[config.mk]
export PLATFORM = sky130hd
export DESIGN_NAME = seg_display_out_flat
export DESIGN_NICKNAME = d
export VERILOG_FILES = /design/src/rtl/seg_display_out_pkg.sv /design/src/rtl/seg_display_out_if.sv /design/src/rtl/seg_hex_decoder.sv /design/src/rtl/seg_display_out.sv /design/src/flat_wrapper.sv
export SDC_FILE = /design/constraint.sdc
export NUM_CORES = 1
export LEC_CHECK = 0
export CORE_UTILIZATION = 45
export CTS_BUF_LIST = sky130_fd_sc_hd__clkbuf_16
export DETAILED_ROUTE_END_ITERATION = 7
export HOLD_SLACK_MARGIN = 0.08
export PLACE_DENSITY = 0.7
export SKIP_CTS_REPAIR_TIMING = 1
export SYNTH_ARGS = -nofsm -noshare
export SYNTH_HDL_FRONTEND = slang
export SYNTH_SLANG_ARGS = --single-unit
[constraint.sdc]
create_clock -name clock -period 6.3 [get_ports clock]
set_clock_uncertainty 0.15 [all_clocks]
set_input_delay 1.89 -clock clock [delete_from_list [all_inputs] [get_ports clock]]
set_output_delay 1.89 -clock clock [all_outputs]
set_load 0.01 [all_outputs]
[src/rtl/seg_display_out_pkg.sv]
// Shared IO constants for the seven-segment display peripheral: store addresses and
// the active-high a..g segment patterns for hex digits 0-F.
package seg_display_out_pkg;

    localparam logic [31:0] SEG_DATA_ADDR = 32'hFFFF_FC80;
    localparam logic [31:0] SEG_CTRL_ADDR = 32'hFFFF_FC84;

    // Segment patterns, bit order {g,f,e,d,c,b,a}, 1 = segment lit
    localparam logic [6:0] HEX7_0 = 7'h3F;
    localparam logic [6:0] HEX7_1 = 7'h06;
    localparam logic [6:0] HEX7_2 = 7'h5B;
    localparam logic [6:0] HEX7_3 = 7'h4F;
    localparam logic [6:0] HEX7_4 = 7'h66;
    localparam logic [6:0] HEX7_5 = 7'h6D;
    localparam logic [6:0] HEX7_6 = 7'h7D;
    localparam logic [6:0] HEX7_7 = 7'h07;
    localparam logic [6:0] HEX7_8 = 7'h7F;
    localparam logic [6:0] HEX7_9 = 7'h6F;
    localparam logic [6:0] HEX7_A = 7'h77;
    localparam logic [6:0] HEX7_B = 7'h7C;
    localparam logic [6:0] HEX7_C = 7'h39;
    localparam logic [6:0] HEX7_D = 7'h5E;
    localparam logic [6:0] HEX7_E = 7'h79;
    localparam logic [6:0] HEX7_F = 7'h71;

endpackage

[src/rtl/seg_display_out_if.sv]
// CPU-side store bus into the display peripheral: one-cycle store strobe with
// address/data, answered by a one-cycle acknowledge.
interface seg_display_out_if;

    logic        io_write;
    logic [31:0] io_addr;
    logic [31:0] io_wdata;
    logic        write_ack;

    modport master (
        output io_write,
        output io_addr,
        output io_wdata,
        input  write_ack
    );

    modport slave (
        input  io_write,
        input  io_addr,
        input  io_wdata,
        output write_ack
    );

endinterface

[src/rtl/seg_hex_decoder.sv]
// Combinational nibble to seven-segment decoder, active-high {g,f,e,d,c,b,a}.
module seg_hex_decoder
    import seg_display_out_pkg::*;
(
    input  logic [3:0] nibble,
    output logic [6:0] seg
);

    always_comb begin
        seg = HEX7_0;
        case (nibble)
            4'h0: seg = HEX7_0;
            4'h1: seg = HEX7_1;
            4'h2: seg = HEX7_2;
            4'h3: seg = HEX7_3;
            4'h4: seg = HEX7_4;
            4'h5: seg = HEX7_5;
            4'h6: seg = HEX7_6;
            4'h7: seg = HEX7_7;
            4'h8: seg = HEX7_8;
            4'h9: seg = HEX7_9;
            4'hA: seg = HEX7_A;
            4'hB: seg = HEX7_B;
            4'hC: seg = HEX7_C;
            4'hD: seg = HEX7_D;
            4'hE: seg = HEX7_E;
            4'hF: seg = HEX7_F;
            default: seg = HEX7_0;
        endcase
    end

endmodule

[src/rtl/seg_display_out.sv]
// Write-only IO peripheral driving an 8-digit multiplexed common-anode hex display,
// double-buffered per frame. Optional leading-zero blanking: SEG_LEADING_ZERO_BLANK_EN.
module seg_display_out
    import seg_display_out_pkg::*;
#(
    parameter int unsigned SCAN_DIV   = 100000,
    parameter int unsigned NUM_DIGITS = 8
) (
    input  logic                  clock,
    input  logic                  reset,
    seg_display_out_if.slave      bus,
    output logic [NUM_DIGITS-1:0] seg_an,
    output logic [7:0]            seg_cat
);

    localparam int unsigned CNT_W  = (SCAN_DIV > 1) ? $clog2(SCAN_DIV) : 1;
    localparam int unsigned DIG_W  = (NUM_DIGITS > 1) ? $clog2(NUM_DIGITS) : 1;
    localparam int unsigned DATA_W = 4 * NUM_DIGITS;

    localparam logic [CNT_W-1:0] SCAN_LAST  = CNT_W'(SCAN_DIV - 1);
    localparam logic [DIG_W-1:0] DIGIT_LAST = DIG_W'(NUM_DIGITS - 1);

    logic [DATA_W-1:0]     data_pend;
    logic [DATA_W-1:0]     data_shadow;
    logic [NUM_DIGITS-1:0] en_mask;
    logic [NUM_DIGITS-1:0] dp_mask;
    logic [CNT_W-1:0]      scan_cnt;
    logic [DIG_W-1:0]      digit_idx;

    logic                  hit_data;
    logic                  hit_ctrl;
    logic                  scan_wrap;
    logic                  frame_start;
    logic [3:0]            nibble;
    logic [6:0]            hex_seg;
    logic                  lz_blank;
    logic [NUM_DIGITS-1:0] an_p0;
    logic [7:0]            cat_p0;

    assign hit_data    = bus.io_write && (bus.io_addr == SEG_DATA_ADDR);
    assign hit_ctrl    = bus.io_write && (bus.io_addr == SEG_CTRL_ADDR);
    assign scan_wrap   = (scan_cnt == SCAN_LAST);
    assign frame_start = scan_wrap && (digit_idx == DIGIT_LAST);

    assign nibble = data_shadow[{digit_idx, 2'b00} +: 4];

    seg_hex_decoder u_hex (
        .nibble (nibble),
        .seg    (hex_seg)
    );

`ifdef SEG_LEADING_ZERO_BLANK_EN
    // Blank when this nibble and everything above it is zero; digit 0 always shows
    assign lz_blank = ((data_shadow >> {digit_idx, 2'b00}) == '0) && (digit_idx != '0);
`else
    assign lz_blank = 1'b0;
`endif

    // Stage p0: combinational digit drive for the digit currently selected
    always_comb begin
        an_p0 = '1;
        if (en_mask[digit_idx] && !lz_blank) begin
            an_p0 = ~(NUM_DIGITS'(1) << digit_idx);
        end
        cat_p0 = ~{dp_mask[digit_idx], hex_seg};
    end

    // Stage p1: write decode, scan/shadow state and registered pin drive
    always_ff @(posedge clock) begin
        if (reset) begin
            data_pend     <= '0;
            data_shadow   <= '0;
            en_mask       <= '1;
            dp_mask       <= '0;
            scan_cnt      <= '0;
            digit_idx     <= '0;
            bus.write_ack <= 1'b0;
            seg_an        <= '1;
            seg_cat       <= 8'hFF;
        end else begin
            bus.write_ack <= hit_data || hit_ctrl;

            if (hit_data) begin
                data_pend <= bus.io_wdata[DATA_W-1:0];
            end
            if (hit_ctrl) begin
                en_mask <= bus.io_wdata[NUM_DIGITS-1:0];
                dp_mask <= bus.io_wdata[8 +: NUM_DIGITS];
            end

            if (scan_wrap) begin
                scan_cnt  <= '0;
                digit_idx <= (digit_idx == DIGIT_LAST) ? '0 : digit_idx + 1'b1;
            end else begin
                scan_cnt  <= scan_cnt + 1'b1;
            end

            // A store landing in the frame-start cycle is picked up one frame later
            if (frame_start) begin
                data_shadow <= data_pend;
            end

            seg_an  <= an_p0;
            seg_cat <= cat_p0;
        end
    end

endmodule

[src/flat_wrapper.sv]
// flat-port wrapper written by rule: the top's interface ports become plain ports
module seg_display_out_flat import seg_display_out_pkg::*;
#(
    parameter int unsigned SCAN_DIV   = 100000,
    parameter int unsigned NUM_DIGITS = 8
)
  (clock, reset, seg_an, seg_cat, bus_io_write, bus_io_addr, bus_io_wdata, bus_write_ack);
  seg_display_out_if bus_i ();
  input  logic clock;
  input  logic reset;
  output logic [NUM_DIGITS-1:0] seg_an;
  output logic [7:0] seg_cat;
  input wire logic [$bits(bus_i.io_write)-1:0] bus_io_write;
  input wire logic [$bits(bus_i.io_addr)-1:0] bus_io_addr;
  input wire logic [$bits(bus_i.io_wdata)-1:0] bus_io_wdata;
  output wire logic [$bits(bus_i.write_ack)-1:0] bus_write_ack;
  assign bus_i.io_write = bus_io_write;
  assign bus_i.io_addr = bus_io_addr;
  assign bus_i.io_wdata = bus_io_wdata;
  assign bus_write_ack = bus_i.write_ack;
  seg_display_out #(.SCAN_DIV(SCAN_DIV), .NUM_DIGITS(NUM_DIGITS)) u_core (.clock(clock), .reset(reset), .bus(bus_i), .seg_an(seg_an), .seg_cat(seg_cat));
endmodule
-- Word-level counts from Yosys, hierarchy flattened
Memory sizes are Yosys's and may differ from the RTL's.
Cells that the tools add are included.
- bits in registers: 117
- memory bits (read-only): 112
- input bits: 67
- output and inout bits: 17
- logic and storage cells: 33
- memories: 1
- memories (memory ; words ; width ; read ports ; clocked after memory_dff ; wr ports ; RTL line ; RTL):
    (name not given) ; 16 ; 7 ; 1 ; 0 ; 0 ; seg_hex_decoder.sv:11 ; case (nibble)
- add/subtract/negate cells: 2
- order comparisons: 1
- equal/unequal tests: 4
- shift-type cells: 2
- muxes and demuxes: 5
- bitwise operators: 3
- reductions and logical operators: 6
- operators with widths (operator ; count):
    32-bit equality test, second input constant ; 2
    32-bit by 6-bit variable part select with 4-bit output ; 1
    17-bit by 1-bit adder with 17-bit output, second input constant ; 1
    17-bit equality test, second input constant ; 1
    8-bit inverter ; 2
    1-bit by 3-bit << shifter with 8-bit output, first input constant ; 1
    1-bit binary-select mux with 3-bit select ; 2
    3-bit by 4-bit < comparator with 1-bit output, second input constant ; 1
    2-bit OR reduction ; 2
    3-bit by 1-bit adder with 3-bit output, second input constant ; 1
    3-bit equality test, second input constant ; 1
    1-bit logical AND ; 3
    3-bit 2-to-1 mux ; 1
    1-bit 2-to-1 mux ; 2
    1-bit logical OR ; 1
    1-bit inverter ; 1

-- Logic depth before layout (Yosys ltp)
Gate-level depths: netlist (run 1).
- word-level depth: 4
- mapped depth: 9
- mapped depth without buffers: 7

-- Cells and area by module
A second synthesis (run 1) with hierarchy kept.
- cell total of the unflattened synthesis: 585
- area, all modules: 5416.4 µm²
- by module, submodules not included (module ; times used ; cells each ; area an instance (µm²) ; seq. area each (µm²)):
    seg_display_out ; 1 ; 552 ; 5128.7 ; 2342.2
    seg_hex_decoder ; 1 ; 33 ; 287.8 ; 0.0

-- Worst setup path before layout (run 1)
Ideal clock, no wire load.
- path type: in2reg
- start: in bus_io_addr[5]
- end: reg u_core.en_mask[6]
- arrival: 3.504 ns
- path slack: 2.527 ns
- stages: 5
- buffers on the path: 1
- cells stage by stage: or4b_2 -> nor4_2 -> nand3_1 -> buf_2 -> a211o_1
- longest elaborated chain between the ends: 2
- RTL lines (element ; RTL line ; RTL):
    from (decl) ; flat_wrapper.sv:14 ; input wire logic [$bits(bus_i.io_addr)-1:0] bus_io_addr;
    32-bit equality test ; seg_display_out.sv:41 ; assign hit_ctrl = bus.io_write && (bus.io_addr == SEG_CTRL_ADDR);
    1-bit logical AND ; seg_display_out.sv:41 ;
    to (signal assigned) ; seg_display_out.sv:87 ; en_mask <= bus.io_wdata[NUM_DIGITS-1:0];
    to (decl) ; seg_display_out.sv:25 ; logic [NUM_DIGITS-1:0] en_mask;
Every way passes these cells.
A chain may end at the register's enable or synchronous reset.

-- Final worst setup path (run 1)
- start: in bus_io_addr[5]
- end: reg u_core.en_mask[2]
Same word-level chain as after synthesis.

==> summary.txt, run 1 <==
CLOCKING
----------------------------------------------------------------------------------------------------
Clk Latency, worst-skew pair                                                                 0.41 ns
Count of clock tree sinks                                                                        117
Number of buffers inserted during clock tree synthesis                                            17
Clock tree from TritonCTS                                                                        yes
Master cell of the clock root buffer                                                       clkbuf_16
Max clock buf depth                                                                                2
Number of levels the H-tree was split into                                                         4
Clock-pin slew reported for the worst setup and hold paths after clock tree synthesis        0.05 ns

POWER AND IR DROP
----------------------------------------------------------------------------------------------------
Power per cell area                                                                       280 mW/mm2
Standby leakage power                                                                        2.62 nW
Worst IR Drop VDD                                                                           0.155 mV

DRT
----------------------------------------------------------------------------------------------------
Total DRC errors in the routed layout                                                              0
Total wire length                                                                           10900 um
Top Metal Used                                                                                  met4
Total met3 wirelength after detailed routing                                                  409 um
Initial drt markers                                                                              169
Detailed-routed wire length on met2                                                          5250 um
Wirelength per Cell                                                                          14.5 um
Wire length the detailed router placed on met1                                               5080 um
Vias after detailed routing                                                                     3865
Remaining antenna violation count after routing                                                    0
Vias/cell                                                                                       5.14
Detailed-router iteration count before antenna repair                                              5

FINISH
----------------------------------------------------------------------------------------------------
Filler Cells Inserted                                                                            910
Most common library cell in the layout ignoring fill and taps                                dfxtp_1
Top library cells by usage in the layout, fill and taps aside                           dfxtp_1, nand2_1, clkdlybuf4s50_1
Combined area of the multi-input logic cells                                             0.00237 mm2
Signed area change from the synthesized netlist to the final layout                            30.6%
Sequential cell area                                                                     0.00234 mm2
Fraction of the core area covered by cells at the end of the flow                              61.3%
Number of antenna repair diodes                                                                    0
NumNets Final                                                                                    683
Fraction of final layout cells sized beyond drive strength 1                                   9.42%

RUN
----------------------------------------------------------------------------------------------------
Max-Cap Viols                                                                                      0

LOGIC SYNTHESIS
----------------------------------------------------------------------------------------------------
Most used DFF post-synth                                                                     dfxtp_1
Area fraction in and, or, nand and nor cells after synthesis                                   19.2%
Post-Syn Area per Cell                                                                      9.28 um2
Compound-gate portion of the synthesized area                                                  7.32%
Post-synthesis net count                                                                         609
Warnings from Yosys                                                                                0
Asr flop ratio synth                                                                              0%
Register bit total from synthesis                                                                117
Number of enable-type register cells in the synthesized netlist                                    0
Number of distinct library cells after synthesis                                                  48
Cell count after synthesis                                                                       529
Dominant combinational cell family by area after synthesis                              simple AND/OR/NAND/NOR gates
Adder-cell share of the synthesized area                                                       3.31%
Post-synthesis xor/xnor area fraction                                                          2.68%
Multiplexer area fraction after synthesis                                                      15.5%
Summed instance area of the synthesized netlist                                          0.00491 mm2
Share of the yosys chip area belonging to registers                                            47.7%

GLOBAL ROUTE
----------------------------------------------------------------------------------------------------
Combined global-route utilization of all metal layers                                          20.9%
Largest net degree at the start of global routing                                                 63
Overall overflow remaining after global route                                                      0
First-pass GRT wire length                                                                  18400 um
Number of global-route vias before repair                                                       3870
Number of antenna violations at the first check in global routing                                  0

TIMING
----------------------------------------------------------------------------------------------------
Unrepaired setup endpoints after global routing                                                false
Actual transition at the worst max-transition pin                                            1.15 ns
Endpoints failing setup                                                                            0
Number of endpoints with negative hold slack in the final report                                   0
Final worst-path cycle share                                                                   69.3%
Post-layout min period                                                                       4.37 ns
Highest Clock Rate                                                                           229 MHz
Total Neg Setup Slack                                                                           0 ns
Number of pins exceeding their max-slew limit in the final report                                  0
Normalized max-slew margin                                                                     23.3%

CRITICAL PATH
----------------------------------------------------------------------------------------------------
Worst-path maximum fanout                                                                         24
Type of destination of the critical path                                                   flip-flop
Launching element type of the critical path                                               input port
Data required, critical path                                                                 6.43 ns
Worst Path Arrival                                                                           4.50 ns
Setup Crit Path Kind                                                                          in2reg

DIE
----------------------------------------------------------------------------------------------------
Starting density of the core                                                                   46.9%
Number of cell rows                                                                               37
Floorplan die height                                                                          106 um
Die width                                                                                     106 um
Area of the die                                                                           0.0113 mm2
I/O pins                                                                                          84
Core Area                                                                                 0.0105 mm2

MIN PATH
----------------------------------------------------------------------------------------------------
Hold crit path type                                                                          reg2reg

STATUS
----------------------------------------------------------------------------------------------------
Status                                                                                  complete, no violations

PLACEMENT
----------------------------------------------------------------------------------------------------
Input/output buffers                                                                              83
Post-detailed-placement half-perimeter wirelength                                            7340 um
Routability Congestion                                                                         0.765

-- Yosys cell counts, types with 2 or more instances --
master	number	area, um2
a211o_1	8	70.1
a211oi_1	2	15.0
a21oi_1	34	170
a311o_1	2	20.0
a31oi_1	3	18.8
and3_1	2	12.5
buf_2	10	50.1
clkbuf_1	19	71.3
dfxtp_1	117	2340
ha_1	13	163
inv_1	18	67.6
mux2_2	3	33.8
mux2i_1	50	500
mux4_2	10	225
nand2_1	85	319
nand2b_1	3	18.8
nand3_1	8	40.0
nand4_1	7	43.8
nor2_1	78	293
nor2b_1	2	12.5
nor3_1	4	20.0
nor3b_1	2	15.0
nor4_1	4	25.0
nor4_2	2	25.0
o21ai_0	3	15.0
or3_1	4	25.0
or4_1	2	15.0
xnor2_1	7	61.3
xor2_1	8	70.1
-- worst max-delay path, stage by stage --
cell	delay [ns]
clkdlybuf4s50_1	0.39
or4b_2	0.67
nor4_2	0.25
nand3_1	0.77
a211o_1	0.53
-- state kept, by name (all words and copies together) (netlist names) --
signal                count
u_core.bus.write_ack      1
u_core.data_pend         32
u_core.data_shadow       32
u_core.digit_idx          3
u_core.dp_mask            8
u_core.en_mask            8
u_core.scan_cnt          17
u_core.seg_an             8
u_core.seg_cat            8
-- power breakdown --
group,total (mW),switching (mW),leakage (nW),internal [mW]
clock,0.974,0.351,0.288,0.623
combinational,0.0709,0.0258,1.39,0.0451
sequential,0.747,0.00219,0.946,0.744
total,1.79,0.379,2.62,1.41
-- final cells by class --
type	instances	area share (%)
Tap cell	136	2.65
Multi-Input combinational cell	361	36.9
Timing Repair Buffer	87	13.4
Inverter	19	1.11
Sequential cell	117	36.5
Clock buffer	17	6.64
Clock inverter	15	2.79
-- layer usage --
metal  global-route usage [%]  vias up
met1                     26.6     1828
met2                     34.3       77
met5                        0        -
met3                     5.46       12
met4                     7.14        0
li1                         -     1948
-- through the flow --
step           area [um2]  instances  total power, mW  hold WS (ns)  setup WS (ns)
2_1_floorplan        4910        529            0.782         0.267           2.53
3_3_place_gp         5810        720            0.832         0.280           1.57
3_5_place_dp         5810        720            0.833         0.283           1.51
4_1_cts              6410        752             1.80         0.295           1.93
5_1_grt              6410        752             1.85         0.316           1.71
6_report             6410        752             1.79         0.291           1.93
-- worst paths after layout --
check | from | to | slack [ns] | cells after the start
worst max-delay path | bus_io_addr[5] | u_core.en_mask[2] | 1.93 | 5
worst min-delay path | u_core.scan_cnt[0] | u_core.scan_cnt[0] | 0.29 | 1
worst max register to register | u_core.digit_idx[0] | u_core.seg_cat[0] | 3.10 | 8
worst min register to register | u_core.scan_cnt[0] | u_core.scan_cnt[0] | 0.29 | 1
-- kinds of logic after synthesis --
| group | count (synthesis) |
|---|---|
| adders and majority gates | 13 |
| AOI/OAI and AO/OA | 58 |
| DFF | 117 |
| muxes | 63 |
| and+or+nand+nor | 212 |
| buffers and inverters | 51 |
| xor gates and xnor gates | 15 |
No activity file was read; power rests on OpenSTA's default activity.
==> inputs of run 2 (changes only) <==
==> constraint.sdc (replaced) <==
create_clock -name clock -period 4.3 [get_ports clock]
set_clock_uncertainty 0.15 [all_clocks]
set_input_delay 1.29 -clock clock [delete_from_list [all_inputs] [get_ports clock]]
set_output_delay 1.29 -clock clock [all_outputs]
set_load 0.01 [all_outputs]
==> summary.txt, run 2 (synthesized netlist as in run 1, its figures left out) <==
CRITICAL PATH
----------------------------------------------------------------------------------------------------
Worst reg2reg path depth                                                                           7
Kind of cell adding the most delay to the critical path                                 simple AND/OR/NAND/NOR gates
Highest cell delay on the worst timing path                                                  0.67 ns
Data required, critical path                                                                 4.42 ns
Cell-by-cell listing of the critical path                                               clkdlybuf4s50_1 > or4b_2 > nor4_2 > nand3b_1 > buf_4 > mux2i_1 > nor2_1
Cell with the largest stage delay on the worst path                                           or4b_2
Worst Path Arrival                                                                           3.34 ns
Worst-path maximum fanout                                                                         32
Endpoint of the worst-slack reg-to-reg timing path                                      u_core.seg_cat[0]
Bufs and invs on worst path                                                                        2
Type of destination of the critical path                                                   flip-flop
Launching element type of the critical path                                               input port
Worst r2r src                                                                           u_core.digit_idx[0]
Setup slack on the worst flop-to-flop path                                                   1.10 ns
Setup Crit Path Kind                                                                          in2reg

FINISH
----------------------------------------------------------------------------------------------------
NumNets Final                                                                                    687
Most common library cell in the layout ignoring fill and taps                                dfxtp_1
Top library cells by usage in the layout, fill and taps aside                           dfxtp_1, nand2_1, clkdlybuf4s50_1
Fraction of final layout cells sized beyond drive strength 1                                   9.22%
Layout Cell Area excl Fill                                                               0.00638 mm2
Number of antenna repair diodes                                                                    0
Leading registers by flop count                                                         u_core.data_pend: 32 flops, u_core.data_shadow: 32 flops, u_core.scan_cnt: 17 flops
Signed area change from the synthesized netlist to the final layout                            30.0%

DIE
----------------------------------------------------------------------------------------------------
I/O pins                                                                                          84
Core Area                                                                                 0.0105 mm2
Starting density of the core                                                                   46.9%
Floorplan die height                                                                          106 um
Number of cell rows                                                                               37
Die width                                                                                     106 um
Area of the die                                                                           0.0113 mm2

DRT
----------------------------------------------------------------------------------------------------
Vias/cell                                                                                       5.18
Vias after detailed routing                                                                     3903
Total DRC errors in the routed layout                                                              0
Total wire length                                                                           10900 um
Remaining antenna violation count after routing                                                    0
Initial drt markers                                                                              194
Wirelength per Cell                                                                          14.5 um
Detailed-router iteration count before antenna repair                                              4

CLOCKING
----------------------------------------------------------------------------------------------------
Master cell of the clock root buffer                                                       clkbuf_16
Clock-pin slew reported for the worst setup and hold paths after clock tree synthesis        0.05 ns
Number of buffers inserted during clock tree synthesis                                            17
Clock tree from TritonCTS                                                                        yes
Max clock buf depth                                                                                2
Count of clock tree sinks                                                                        117
Clk Latency, worst-skew pair                                                                 0.40 ns
Number of levels the H-tree was split into                                                         4

TIMING
----------------------------------------------------------------------------------------------------
Unrepaired setup endpoints after global routing                                                false
Endpoints failing setup                                                                            0
Number of pins exceeding their max-slew limit in the final report                                  0
Actual transition at the worst max-transition pin                                           0.717 ns
Final worst-path cycle share                                                                   74.8%
Post-layout min period                                                                       3.22 ns
Total Neg Setup Slack                                                                           0 ns
Setup slack of the critical path after layout                                                1.08 ns
Number of endpoints with negative hold slack in the final report                                   0
Highest Clock Rate                                                                           311 MHz
Normalized max-slew margin                                                                     50.9%

GLOBAL ROUTE
----------------------------------------------------------------------------------------------------
Overall overflow remaining after global route                                                      0
First-pass GRT wire length                                                                  18200 um
Number of global-route vias before repair                                                       3819
Largest net degree at the start of global routing                                                 49
Number of antenna violations at the first check in global routing                                  0
Combined global-route utilization of all metal layers                                          20.7%

POWER AND IR DROP
----------------------------------------------------------------------------------------------------
Power per cell area                                                                       392 mW/mm2
Standby leakage power                                                                        2.62 nW
Worst IR Drop VDD                                                                           0.202 mV
Power after layout                                                                           2.50 mW

PLACEMENT
----------------------------------------------------------------------------------------------------
Input/output buffers                                                                              83
Routability Congestion                                                                         0.762
Post-DP Area                                                                             0.00584 mm2
Post-detailed-placement half-perimeter wirelength                                            7440 um
Pre-CTS worst setup slack                                                                   0.675 ns

MIN PATH
----------------------------------------------------------------------------------------------------
Hold crit path type                                                                          reg2reg
WHS Path Cells                                                                                     2
Startpoint of the lowest-slack hold path                                                u_core.data_shadow[8]
Worst Hold Path EP                                                                      u_core.data_shadow[8]

STATUS
----------------------------------------------------------------------------------------------------
Status                                                                                  complete, no violations

RUN
----------------------------------------------------------------------------------------------------
Max-Cap Viols                                                                                      0

run 2: cell count changes in the layout (fill, tap and decap cells not counted):
cell        delta
bufinv_16      -1
clkinvlp_4     +1
clkinv_1       +1
inv_1          +2
inv_6          -3
clkinv_2       +1
clkinv_4       -3
buf_4          +4
run 2: worst max path at each step:
stage                         from                    to  slack [ns]  cells past startpoint
6_report            bus_io_addr[5]  u_core.data_pend[21]        1.08                      7
5_1_grt        u_core.digit_idx[0]     u_core.seg_cat[0]        0.83                      7
4_1_cts        u_core.digit_idx[0]     u_core.seg_cat[0]        1.07                      7
3_5_place_dp        bus_io_addr[5]  u_core.data_pend[26]        0.68                      7
3_3_place_gp        bus_io_addr[5]  u_core.data_pend[14]        0.73                      7
2_1_floorplan       bus_io_addr[5]     u_core.en_mask[6]        1.13                      5
run 2: power by group:
group	total, mW	internal, mW	leakage [nW]	switching [mW]
clock network	1.30	0.831	0.264	0.471
registers	1.09	1.09	0.946	0.00290
logic	0.106	0.0666	1.41	0.0390
run 2: worst min-delay path, stage by stage (launching register included):
cell and delay, ns:
dfxtp_1 0.30, nand2_1 0.05, a21oi_1 0.05
run 2: layout make-up:
type,instances,area [um2]
well taps,136,170
fillers,926,4080
repair buffers,91,886
clock buffers,17,425
clock inverters,13,120
multi-input cells,361,2370
flip-flops and latches,117,2340
inverters,19,71.3
run 2: layer usage:
layer	global-route usage [%]	share of wire, %
met1	26.0	46
met2	34.8	49
met3	5.27	4.2
met4	6.75	0.86
met5	0	0
run 2: per-stage QoR:
step | std cells | utilization (%) | hold WS, ns
after global routing | 754 | 61.0 | 0.318
after global placement | 724 | 55.8 | 0.278
final | 754 | 61.0 | 0.300
after CTS | 754 | 61.0 | 0.301
after detailed placement | 724 | 55.8 | 0.291
after floorplan | 529 | - | 0.267
==> inputs of run 3 (changes only) <==
==> constraint.sdc (replaced) <==
create_clock -name clock -period 3 [get_ports clock]
set_clock_uncertainty 0.15 [all_clocks]
set_input_delay 0.9 -clock clock [delete_from_list [all_inputs] [get_ports clock]]
set_output_delay 0.9 -clock clock [all_outputs]
set_load 0.01 [all_outputs]
==> summary.txt, run 3 (synthesized netlist as in run 1, its figures left out) <==
POWER AND IR DROP
----------------------------------------------------------------------------------------------------
Internal Dissipation                                                                         3.31 mW
Net switching share of the total power                                                         19.6%
Power per cell area                                                                       622 mW/mm2
Standby leakage power                                                                        2.73 nW
Power dissipated by switching net loads                                                     0.805 mW
Worst IR Drop VDD                                                                           0.352 mV
Combinational cell fraction of total power                                                      3.7%
Proportion of power drawn by the clock network                                                 58.2%
Sequential power share                                                                         38.1%

TIMING
----------------------------------------------------------------------------------------------------
Normalized max-slew margin                                                                     63.9%
Number of pins exceeding their max-slew limit in the final report                                  0
Endpoints failing setup                                                                            0
Number of endpoints with negative hold slack in the final report                                   0
Highest Clock Rate                                                                           356 MHz
Unrepaired setup endpoints after global routing                                                false
Post-layout min period                                                                       2.81 ns
Final worst-path cycle share                                                                   93.7%
Actual transition at the worst max-transition pin                                           0.542 ns

CRITICAL PATH
----------------------------------------------------------------------------------------------------
Critical path startpoint                                                                bus_io_addr[5]
Worst Path Arrival                                                                           2.94 ns
Type of destination of the critical path                                                   flip-flop
Worst-path maximum fanout                                                                         32
Setup Crit Path Kind                                                                          in2reg
Worst r2r src                                                                           u_core.digit_idx[0]
Launching element type of the critical path                                               input port
Data required, critical path                                                                 3.13 ns

PLACEMENT
----------------------------------------------------------------------------------------------------
Post-detailed-placement half-perimeter wirelength                                            7540 um
Routability Congestion                                                                         0.766
Total instance count after detailed placement                                                    732
Post-DP Area                                                                             0.00591 mm2
Input/output buffers                                                                              83

FINISH
----------------------------------------------------------------------------------------------------
Layout Cell Area excl Fill                                                               0.00661 mm2
Top library cells by usage in the layout, fill and taps aside                           dfxtp_1, nand2_1, clkdlybuf4s50_1
Filler Cells Inserted                                                                            844
NumNets Final                                                                                    695
Signed area change from the synthesized netlist to the final layout                            34.7%
Most common library cell in the layout ignoring fill and taps                                dfxtp_1
Final cell count without fillers                                                                 764
Fraction of final layout cells sized beyond drive strength 1                                   11.3%
Fraction of the core area covered by cells at the end of the flow                              63.2%
Leading registers by flop count                                                         u_core.data_pend: 32 flops, u_core.data_shadow: 32 flops, u_core.scan_cnt: 17 flops
Number of antenna repair diodes                                                                    0

DIE
----------------------------------------------------------------------------------------------------
I/O pins                                                                                          84
Number of cell rows                                                                               37
Floorplan die height                                                                          106 um
Area of the die                                                                           0.0113 mm2
Starting density of the core                                                                   46.9%
Core Area                                                                                 0.0105 mm2
Die width                                                                                     106 um

CLOCKING
----------------------------------------------------------------------------------------------------
Number of buffers inserted during clock tree synthesis                                            17
Clock-pin slew reported for the worst setup and hold paths after clock tree synthesis        0.05 ns
Number of levels the H-tree was split into                                                         4
Max clock buf depth                                                                                2
Clock tree from TritonCTS                                                                        yes
Master cell of the clock root buffer                                                       clkbuf_16
Clk Latency, worst-skew pair                                                                 0.41 ns
Count of clock tree sinks                                                                        117

DRT
----------------------------------------------------------------------------------------------------
Total DRC errors in the routed layout                                                              0
Wirelength per Cell                                                                          14.6 um
Remaining antenna violation count after routing                                                    0
Vias/cell                                                                                       5.20
Detailed-router iteration count before antenna repair                                              5
Total wire length                                                                           11100 um
Vias after detailed routing                                                                     3974
Initial drt markers                                                                              180

GLOBAL ROUTE
----------------------------------------------------------------------------------------------------
Overall overflow remaining after global route                                                      0
Largest net degree at the start of global routing                                                 56
Number of antenna violations at the first check in global routing                                  0
Number of global-route vias before repair                                                       3976
Combined global-route utilization of all metal layers                                          21.4%
First-pass GRT wire length                                                                  19000 um

MIN PATH
----------------------------------------------------------------------------------------------------
Hold crit path type                                                                          reg2reg
Startpoint of the lowest-slack hold path                                                u_core.scan_cnt[0]

RUN
----------------------------------------------------------------------------------------------------
Max-Cap Viols                                                                                      0

STATUS
----------------------------------------------------------------------------------------------------
Status                                                                                  complete, no violations

## run 3: power by group through the flow
stage | Sequential, mW | Combinational, mW | Clock (mW)
after global placement | 1.60 | 0.151 | 0
after CTS | 1.57 | 0.154 | 2.41
final | 1.57 | 0.153 | 2.39
after global routing | 1.57 | 0.165 | 2.50
after floorplan | 1.60 | 0.0390 | 0
after detailed placement | 1.60 | 0.153 | 0
## run 3: per-stage QoR
stage	worst slack [ns]	hold WS [ns]	setup TNS [ns]	power [mW]
after global placement	-0.0973	0.279	-3.64	1.75
after CTS	0.140	0.298	0	4.13
after floorplan	0.217	0.267	0	1.64
final	0.189	0.299	0	4.11
after global routing	0.0252	0.318	0	4.23
after detailed placement	-0.165	0.291	-6.03	1.75
## run 3: worst paths after layout
kind | to | slack (ns) | cells past startpoint
setup / recovery | u_core.data_pend[22] | 0.19 | 7
hold reg to reg | u_core.scan_cnt[0] | 0.30 | 1
setup reg to reg | u_core.seg_cat[0] | 0.21 | 7
hold / removal | u_core.scan_cnt[0] | 0.30 | 1
## run 3: layout make-up
| cell class | count | area [um2] | area share (%) |
|---|---|---|---|
| Multi-Input combinational cell | 361 | 2370 | 35.8 |
| Inverter | 19 | 71.3 | 1.08 |
| Timing Repair Buffer | 99 | 958 | 14.5 |
| Clock buffer | 17 | 425 | 6.44 |
| Tap cell | 136 | 170 | 2.57 |
| Clock inverter | 15 | 275 | 4.16 |
| Sequential cell | 117 | 2340 | 35.4 |
## run 3: metal layers
metal | vias up | GRT usage, % | wire, um
met5 | - | 0 | 0
met4 | 0 | 5.87 | 127
met3 | 14 | 5.82 | 352
met2 | 76 | 35.8 | 5370
met1 | 1911 | 27.0 | 5270
li1 | 1973 | - | -
## run 3: critical path: stages
cell             delay [ns]
clkdlybuf4s50_1        0.39
or4b_2                 0.67
nor4_2                 0.24
nand3b_1               0.18
buf_12                 0.22
mux2i_1                0.23
nor2_1                 0.07
